## src/rtl/keypad_scan_encoder.sv

```systemverilog
// keypad_scan_encoder
//   Scans a 4x4 active-low matrix keypad one column at a time and debounces
//   the press and the release. Each accepted key becomes a single frame: the
//   code is held on button for HOLD_CYCLES, and key_valid pulses on the first
//   cycle. The most recent fingerprint byte is shown alongside the code.
//   Optional build macro: AUTO_REPEAT_EN. With it defined, a key that stays
//   held re-emits its code (fingerprint 0) every REPEAT_CYCLES after a frame ends.
module keypad_scan_encoder #(
  parameter int unsigned SCAN_DWELL      = 4,
  parameter int unsigned DEBOUNCE_CYCLES = 4,
  parameter int unsigned HOLD_CYCLES     = 5,
  parameter int unsigned REPEAT_CYCLES   = 20
) (
  input  logic       sync_clk,
  input  logic       reset,
  input  logic [3:0] row_in,
  output logic [3:0] col_out,
  input  logic [7:0] fp_data,
  input  logic       fp_valid,
  output logic [3:0] button,
  output logic [7:0] fingerprint,
  output logic       key_valid
);

  localparam int unsigned MAX_AB  = (SCAN_DWELL > DEBOUNCE_CYCLES) ? SCAN_DWELL : DEBOUNCE_CYCLES;
  localparam int unsigned MAX_CD  = (HOLD_CYCLES > REPEAT_CYCLES) ? HOLD_CYCLES : REPEAT_CYCLES;
  localparam int unsigned CNT_MAX = (MAX_AB > MAX_CD) ? MAX_AB : MAX_CD;
  localparam int unsigned CNT_W   = $clog2(CNT_MAX + 1);

  localparam logic [CNT_W-1:0] DWELL_LAST = CNT_W'(SCAN_DWELL - 1);
  localparam logic [CNT_W-1:0] DEB_LAST   = CNT_W'(DEBOUNCE_CYCLES - 1);
  localparam logic [CNT_W-1:0] HOLD_LAST  = CNT_W'(HOLD_CYCLES - 1);
`ifdef AUTO_REPEAT_EN
  localparam logic [CNT_W-1:0] REP_LAST   = CNT_W'(REPEAT_CYCLES - 1);
`endif

  typedef enum logic [1:0] {
    S_SCAN,
    S_DEBOUNCE,
    S_EMIT,
    S_WAIT_RELEASE
  } state_e;

  state_e           state_q, state_d;
  logic [3:0]       sync1_q, sync2_q;
  logic [1:0]       col_q, col_d;
  logic [1:0]       row_q, row_d;
  logic [CNT_W-1:0] dwell_q, dwell_d;
  logic [CNT_W-1:0] cnt_q, cnt_d;
  logic [7:0]       fp_reg_q, fp_reg_d;
  logic [7:0]       fp_frame_q, fp_frame_d;
  logic             fp_keep_q, fp_keep_d;
`ifdef AUTO_REPEAT_EN
  logic [CNT_W-1:0] rep_q, rep_d;
`endif

  logic [3:0] rows_s;
  logic [3:0] latched_pat;
  logic [2:0] low_cnt;
  logic [1:0] low_row;
  logic       key_unmapped;

  assign rows_s       = sync2_q;
  assign latched_pat  = ~(4'b0001 << row_q);
  assign key_unmapped = (low_row == 2'd3) && (col_q == 2'd3);

  // Count low rows in the synchronized sample and remember which one is low
  always_comb begin
    low_cnt = '0;
    low_row = '0;
    for (int unsigned r = 0; r < 4; r++) begin
      if (!rows_s[r]) begin
        low_cnt = low_cnt + 3'd1;
        low_row = 2'(r);
      end
    end
  end

  // State register, row synchronizer and datapath registers
  always_ff @(posedge sync_clk or posedge reset) begin
    if (reset) begin
      state_q    <= S_SCAN;
      sync1_q    <= '1;
      sync2_q    <= '1;
      col_q      <= '0;
      row_q      <= '0;
      dwell_q    <= '0;
      cnt_q      <= '0;
      fp_reg_q   <= '0;
      fp_frame_q <= '0;
      fp_keep_q  <= 1'b0;
`ifdef AUTO_REPEAT_EN
      rep_q      <= '0;
`endif
    end else begin
      state_q    <= state_d;
      sync1_q    <= row_in;
      sync2_q    <= sync1_q;
      col_q      <= col_d;
      row_q      <= row_d;
      dwell_q    <= dwell_d;
      cnt_q      <= cnt_d;
      fp_reg_q   <= fp_reg_d;
      fp_frame_q <= fp_frame_d;
      fp_keep_q  <= fp_keep_d;
`ifdef AUTO_REPEAT_EN
      rep_q      <= rep_d;
`endif
    end
  end

  // Next-state and datapath update
  always_comb begin
    state_d    = state_q;
    col_d      = col_q;
    row_d      = row_q;
    dwell_d    = dwell_q;
    cnt_d      = cnt_q;
    fp_reg_d   = fp_reg_q;
    fp_frame_d = fp_frame_q;
    fp_keep_d  = fp_keep_q;
`ifdef AUTO_REPEAT_EN
    rep_d      = rep_q;
`endif

    if (fp_valid) begin
      fp_reg_d = fp_data;
    end

    unique case (state_q)
      S_SCAN: begin
        if (dwell_q == DWELL_LAST) begin
          dwell_d = '0;
          if ((low_cnt == 3'd1) && !key_unmapped) begin
            row_d   = low_row;
            cnt_d   = '0;
            state_d = S_DEBOUNCE;
          end else begin
            col_d = col_q + 2'd1;
          end
        end else begin
          dwell_d = dwell_q + 1'b1;
        end
      end

      S_DEBOUNCE: begin
        if (rows_s == latched_pat) begin
          if (cnt_q == DEB_LAST) begin
            cnt_d      = '0;
            state_d    = S_EMIT;
            // A byte strobed on this very cycle is the latest one, so it wins.
            fp_frame_d = fp_reg_d;
            fp_keep_d  = 1'b0;
          end else begin
            cnt_d = cnt_q + 1'b1;
          end
        end else begin
          cnt_d   = '0;
          dwell_d = '0;
          col_d   = col_q + 2'd1;
          state_d = S_SCAN;
        end
      end

      S_EMIT: begin
        if (fp_valid) begin
          fp_keep_d = 1'b1;
        end
        if (cnt_q == HOLD_LAST) begin
          cnt_d   = '0;
          state_d = S_WAIT_RELEASE;
`ifdef AUTO_REPEAT_EN
          rep_d   = '0;
`endif
          // Only a byte that arrived during this frame survives into the next one.
          if (!fp_valid && !fp_keep_q) begin
            fp_reg_d = '0;
          end
        end else begin
          cnt_d = cnt_q + 1'b1;
        end
      end

      S_WAIT_RELEASE: begin
        if (rows_s[row_q]) begin
`ifdef AUTO_REPEAT_EN
          rep_d = '0;
`endif
          if (cnt_q == DEB_LAST) begin
            cnt_d   = '0;
            dwell_d = '0;
            col_d   = col_q + 2'd1;
            state_d = S_SCAN;
          end else begin
            cnt_d = cnt_q + 1'b1;
          end
        end else begin
          cnt_d = '0;
`ifdef AUTO_REPEAT_EN
          if (rep_q == REP_LAST) begin
            rep_d      = '0;
            state_d    = S_EMIT;
            fp_frame_d = '0;
            fp_keep_d  = 1'b0;
          end else begin
            rep_d = rep_q + 1'b1;
          end
`endif
        end
      end

      default: begin
        state_d = S_SCAN;
      end
    endcase
  end

  // Outputs decoded from registered state so reset clears them immediately
  always_comb begin
    col_out     = ~(4'b0001 << col_q);
    button      = '0;
    fingerprint = '0;
    key_valid   = 1'b0;
    if (state_q == S_EMIT) begin
      button      = {row_q, col_q} + 4'd1;
      fingerprint = fp_frame_q;
      key_valid   = (cnt_q == '0);
    end
  end

endmodule

```

## config.mk

```make
export PLATFORM = sky130hd
export DESIGN_NAME = keypad_scan_encoder
export DESIGN_NICKNAME = d
export VERILOG_FILES = /design/src/rtl/keypad_scan_encoder.sv
export SDC_FILE = /design/constraint.sdc
export NUM_CORES = 1
export LEC_CHECK = 0
export CELL_PAD_IN_SITES_DETAIL_PLACEMENT = 0
export CELL_PAD_IN_SITES_GLOBAL_PLACEMENT = 2
export CORE_ASPECT_RATIO = 0.5
export CORE_MARGIN = 2
export CORE_UTILIZATION = 37
export DETAILED_ROUTE_END_ITERATION = 12
export DONT_BUFFER_PORTS = 1
export PLACE_DENSITY = 0.81
export SLEW_MARGIN = 30
export SYNTH_ARGS = -nofsm -noshare
export SYNTH_HDL_FRONTEND = slang
export SYNTH_SLANG_ARGS = --single-unit
```

## constraint.sdc

```tcl
create_clock -name sync_clk -period 2.5 [get_ports sync_clk]
set_clock_uncertainty 0.15 [all_clocks]
set_input_delay 0.375 -clock sync_clk [delete_from_list [all_inputs] [get_ports sync_clk]]
set_output_delay 0.375 -clock sync_clk [all_outputs]
set_load 0.01 [all_outputs]
```

==> results of run 1 <==
==> cell type report <==
class | instances | area share (%)
sequential | 41 | 35.8
tap | 88 | 3.81
clock inverter | 3 | 0.779
multi-input combinational | 156 | 45.2
clock buffer | 5 | 4.33
inverter | 21 | 2.73
timing repair buffer | 25 | 7.36
==> repair_timing <==
action                     4_1_cts  5_1_grt
hold endpoints to repair        20        0
gates resized for setup          3       14
hold buffers                     5        0
setup endpoints to repair       10       11
buffers inserted                 3        4
pin swaps                        5        4
==> registers in the layout, summed over array words and instances (netlist names), named ones only <==
signal / flops
col_q: 2
row_q: 2
fp_reg_q: 8
fp_keep_q: 1
fp_frame_q: 8
dwell_q: 5
rows_s: 4
cnt_q: 5
state_q: 1
sync1_q: 4
==> final timing paths <==
kind | from | endpoint | slack (ns)
setup / recovery | rows_s[0] | cnt_q[1] | -0.12
hold / removal | fp_data[2] | fp_reg_q[2] | 0.12
setup reg to reg | rows_s[0] | cnt_q[1] | -0.12
hold reg to reg | sync1_q[1] | rows_s[1] | 0.21
max in group asynchronous | reset | sync1_q[3] | 1.06
min in group asynchronous | reset | fp_reg_q[1] | 0.49
==> synth_stat cells, drive strengths merged (4+ instances only) <==
cell type  instances
o21ai             17
and2               9
nand3              7
dfstp              8
buf                5
a21oi              4
o31ai              4
dfrtp             33
nor2              19
inv               21
nand2             15
ha                15
a211oi             5
mux2i             10
==> through the flow <==
step / TNS, ns / util, % / hold slack [ns]
2_1_floorplan: -0.162 / - / 0.195
3_3_place_gp: -0.340 / 41.6 / 0.196
3_5_place_dp: -0.509 / 41.6 / 0.198
4_1_cts: -0.634 / 45.7 / 0.122
5_1_grt: -1.36 / 47.4 / 0.140
6_report: -0.670 / 47.4 / 0.124
==> metal layers <==
metal / vias to the layer above / share of wire [%] / GRT usage [%]
met3: 2 / 5.1 / 5.49
met4: 0 / 0.29 / 2.52
met5: - / 0 / 0
met2: 26 / 44 / 25.5
met1: 833 / 50 / 21.2
li1: 850 / - / -
==> worst register-to-register path, cell delays in order, from the launching register on <==
cell,delay (ns)
dfstp_2,0.55
inv_2,0.05
ha_4,0.29
xnor2_4,0.13
ha_4,0.22
o311a_4,0.32
o31a_1,0.40
a211oi_2,0.26
a32o_1,0.20
==> power breakdown <==
part	internal, W	switching, W
combinational	0.000366	0.000409
clock	0.000371	0.000265
sequential	0.000744	0.0000830
total	0.00148	0.000758
==> kinds of logic after synthesis <==
| group | after synthesis |
|---|---|
| adder cells (fa/ha/maj) | 15 |
| buffers and inverters | 29 |
| XOR/XNOR | 4 |
| multiplexers | 14 |
| AND/OR/NAND/NOR | 70 |
| AO/OA/AOI/OAI | 53 |
| flip-flops | 41 |
==> run summary, run 1 <==
CTS tree: built
area share of xor/xnor cells in the synthesized design: 1.49%
Final ANT Viol Nets: 0
Final Instance Count excl. Fillers: 339
mapped cell area: 2360 sq um
final instance area: 2890 sq um
most frequent cells in the layout: dfrtp_1, inv_1, buf_4, nor2_1
share of cells above drive strength 1: 26.7%
CP most frequent cell: ha_4
Reg area: 1040 sq um
Worst Tran Pin Value: 0.686 ns
slowest CP cell: dfstp_2
largest net degree at the start of global routing: 26
GP Congestion: 0.811
Die ar.: 7070 sq um
syn_nets: 256
gr ovfl total: 0
Crit path arrival time: 2.69 ns
Syn. warnings: 0
critical path cell sequence: inv_2 > ha_4 > xnor2_4 > ha_4 > o311a_4 > o31a_1 > a211oi_2 > a32o_1
R2R depth: 8
top-area cell type share of the netlist area: 35.0%
P&R area growth vs syn: 22.6%
Nets: 280
max-cap viol count: 0
maximum fanout along the worst path: 6
Leakage: 1.25 nW
Post-synth EDFFs: 0
FP Rows: 20
Post-synth top flop: dfrtp_1
CTS buffer count: 5
PwrDens: 774 nW/um^2
CP max stage delay: 0.55 ns
post-synthesis instance total: 226
Post-Synth Adder-Cell Area: 7.96%
sequential-to-total area share from yosys stat: 43.9%
multi-input logic area: 1310 sq um
Yosys reg bits: 41
post-synthesis simple-gate area fraction: 16.4%
Peak Freq: 0.381 GHz
Final WS setup: -0.123 ns
CP Class: flip-flop to flip-flop
endpoints failing hold: 0
diodes inserted: 0
CTS Root Cell: clkbuf_16
CP Data Required Time: 2.57 ns
WL per Instance: 15.2 um
Die Span X: 117 um
startpoint types: flip-flop
Global Route Usage Sum: 15.8%
insertion delay to the later sink of the worst-skew pair: 0.28 ns
most common cell after layout, fill and taps aside: dfrtp_1
part of the cycle the worst path needs: 105%
dpl hpwl: 3670 um
failing checks: negative setup slack
vias in the first global route: 1745
post-synthesis compound-gate area fraction: 17.6%
Top Ports: 32
core footprint: 6110 sq um
via count: 1711
initial antenna violation count: 0
global-route wire length before repair: 8480 um
number of library cell types mapped by synthesis: 60
status: finished with violations
H-tree depth: 2
asr flop ratio synth: 100%
Hold Path Class: input port to flip-flop
Crit path depth: 8
pre-CTS setup slack: -0.133 ns
clock-pin slew on the worst setup and hold paths: 0.06 ns
multiplexer share of the synthesized area: 6.95%
Starting Density: 38.6%
family with the most delay on the worst path: compound AO/OA/AOI/OAI gates
Worst VDD drop: 0.000305 V
DP Cell Count: 319
Synth Area per Inst: 10.4 sq um
Power Total: 0.00224 W
Die Y: 60.5 um
IO buf count: 0
vias per cell: 5.05
cell depth of the worst hold path: 2
clock sinks: 41
Crit. End Element: flip-flop
Synth area leader: dfrtp_1
clock buffer depth: 2
WL final: 5150 um
1st-iter DRT viols: 44
relative slew slack: 54.2%
Fillers: 584
top post-synthesis cells by area: dfrtp_1, dfstp_2, ha_1
Cell Area, Placed: 2540 sq um
Buf/Inv on CP: 1
RSZ-0062 raised after global routing: true
DR DRC count: 0
Setup violations, final: 8
pins over their slew limit: 0
minimum clock period: 2.62 ns
largest family of logic cells by synthesized area: compound AO/OA/AOI/OAI gates
First-pass DRT Iterations: 4
No activity file was read; power rests on OpenSTA's default activity.
==> inputs of run 2 (changes only) <==
--- a/config.mk
+++ b/config.mk
@@ -12,7 +12,7 @@
 export CORE_UTILIZATION = 37
 export DETAILED_ROUTE_END_ITERATION = 12
 export DONT_BUFFER_PORTS = 1
-export PLACE_DENSITY = 0.81
+export PLACE_DENSITY_LB_ADDON = 0.25
 export SLEW_MARGIN = 30
 export SYNTH_ARGS = -nofsm -noshare
 export SYNTH_HDL_FRONTEND = slang
==> run summary, run 2 (synthesis results as in run 1) <==
status: finished with violations
failing checks: negative setup slack
Die ar.: 7070 sq um (unchanged)
Leakage: 1.26 nW (+0.64%)
WL final: 5320 um (+3.4%)
relative slew slack: 62.4% (+8.2 points)
Buf/Inv on CP: 1 (unchanged)
share of cells above drive strength 1: 27.3% (+0.58 points)
Setup violations, final: 7 (-1)
Hold Path Class: input port to flip-flop
Reg area: 1040 sq um (unchanged)
Fillers: 592 (+1.4%)
most frequent cells in the layout: dfrtp_1, inv_1, nor2_1, buf_4
CP max stage delay: 0.55 ns (about the same)
critical path cell sequence: inv_2 > ha_4 > xnor2_4 > ha_4 > o311a_4 > o31a_1 > a211oi_2 > a32o_1
DP Cell Count: 322 (+0.94%)
vias per cell: 5.14 (+1.8%)
Crit. End Element: flip-flop
Top Ports: 32 (unchanged)
insertion delay to the later sink of the worst-skew pair: 0.28 ns (about the same)
setup_tns: -0.608 ns (+0.0625 ns)
CTS buffer count: 5 (unchanged)
dpl hpwl: 3740 um (+2.0%)
largest net degree at the start of global routing: 42 (+62%)
initial antenna violation count: 0 (unchanged)
Starting Density: 38.6% (unchanged)
clock buffer depth: 2 (unchanged)
Cell Area, Placed: 2550 sq um (+0.39%)
Final Instance Count excl. Fillers: 341 (+0.59%)
CP most frequent cell: ha_4
Top Registers: fp_frame_q (8), fp_reg_q (8)
final instance area: 2930 sq um (+1.4%)
First-pass DRT Iterations: 4 (unchanged)
clock sinks: 41 (unchanged)
core footprint: 6110 sq um (unchanged)
Worst VDD drop: 0.000346 V (+14%)
Nets: 282 (+0.71%)
slowest CP cell: dfstp_2
CP Data Required Time: 2.57 ns (about the same)
multi-input logic area: 1330 sq um (+1.8%)
H-tree depth: 2 (unchanged)
GP Congestion: 0.764 (-5.8%)
pins over their slew limit: 0 (unchanged)
Peak Freq: 0.374 GHz (-1.8%)
IO buf count: 0 (unchanged)
via count: 1752 (+2.4%)
Final WS setup: -0.172 ns (-0.0493 ns)
startpoint types: flip-flop
max-cap viol count: 0 (unchanged)
Final ANT Viol Nets: 0 (unchanged)
minimum clock period: 2.67 ns (+0.0493 ns)
diodes inserted: 0 (unchanged)
1st-iter DRT viols: 98 (+120%)
maximum fanout along the worst path: 4 (-2)
clock-pin slew on the worst setup and hold paths: 0.06 ns (about the same)
most common cell after layout, fill and taps aside: dfrtp_1
gr ovfl total: 0 (unchanged)
WL per Instance: 15.6 um (+2.8%)
vias in the first global route: 1747 (+0.11%)
PwrDens: 775 nW/um^2 (about the same)
Die Y: 60.5 um (unchanged)
Layout Utilization: 48.0% (+0.68 points)
Die Span X: 117 um (unchanged)
Global Route Usage Sum: 16.4% (+0.67 points)
endpoints failing hold: 0 (unchanged)
global-route wire length before repair: 8630 um (+1.8%)
CP Class: flip-flop to flip-flop
Crit path arrival time: 2.74 ns (+0.05 ns)
FP Rows: 20 (unchanged)
CTS Root Cell: clkbuf_16
CTS tree: built
Worst Tran Pin Value: 0.564 ns (-0.122 ns)
RSZ-0062 raised after global routing: true
DR DRC count: 0 (unchanged)
part of the cycle the worst path needs: 107% (+2.0 points)
P&R area growth vs syn: 24.4%
family with the most delay on the worst path: compound AO/OA/AOI/OAI gates
-- run 2: changes by cell type in the layout (fill, tap and decap cells not counted), sizes merged --
cell | previous run | this run
buf | 20 | 22
-- run 2: path summary, 6_finish.rpt --
check,from,end,slack (ns),cells after the start
min in group asynchronous,reset,fp_reg_q[5],0.52,3
hold reg to reg,sync1_q[2],rows_s[2],0.21,0
setup reg to reg,rows_s[0],cnt_q[1],-0.17,8
hold / removal,fp_data[2],fp_reg_q[2],0.13,2
max in group asynchronous,reset,rows_s[1],1.32,3
setup / recovery,rows_s[0],cnt_q[1],-0.17,8
-- run 2: per-layer routing --
layer | track usage, % | routed length, um | up-vias
met5 | 0 | 0 | -
met1 | 23.8 | 2730 | 848
met3 | 4.90 | 321 | 6
met4 | 6.22 | 61 | 0
li1 | - | - | 856
met2 | 23.3 | 2210 | 42
-- run 2: timing repair --
action	4_1_cts	5_1_grt
setup endpoints to repair	9	20
resized for setup	4	18
buffers inserted	1	5
hold buffers	5	0
hold endpoints to repair	37	0
gates cloned	0	0
pin swaps	5	3
-- run 2: area by class of cell --
type | instances | share of cell area, %
Clock buffer | 5 | 4.27
Clock inverter | 3 | 0.768
Inverter | 21 | 2.69
Multi-Input combinational cell | 156 | 45.4
Sequential cell | 41 | 35.3
Tap cell | 88 | 3.75
Timing Repair Buffer | 27 | 7.85
-- run 2: through the flow --
step | power [W] | setup WS (ns) | hold WS (ns)
floorplan | 0.00133 | -0.0461 | 0.195
global placement | 0.00149 | -0.134 | 0.198
detailed placement | 0.00150 | -0.120 | 0.197
CTS | 0.00219 | -0.134 | 0.124
global route | 0.00242 | -0.259 | 0.144
finish | 0.00227 | -0.172 | 0.126
-- run 2: where the power goes --
part	leakage, nW	internal, W	switching, W
logic	0.708	0.000376	0.000424
clock network	0.0738	0.000372	0.000273
registers	0.475	0.000744	0.0000824
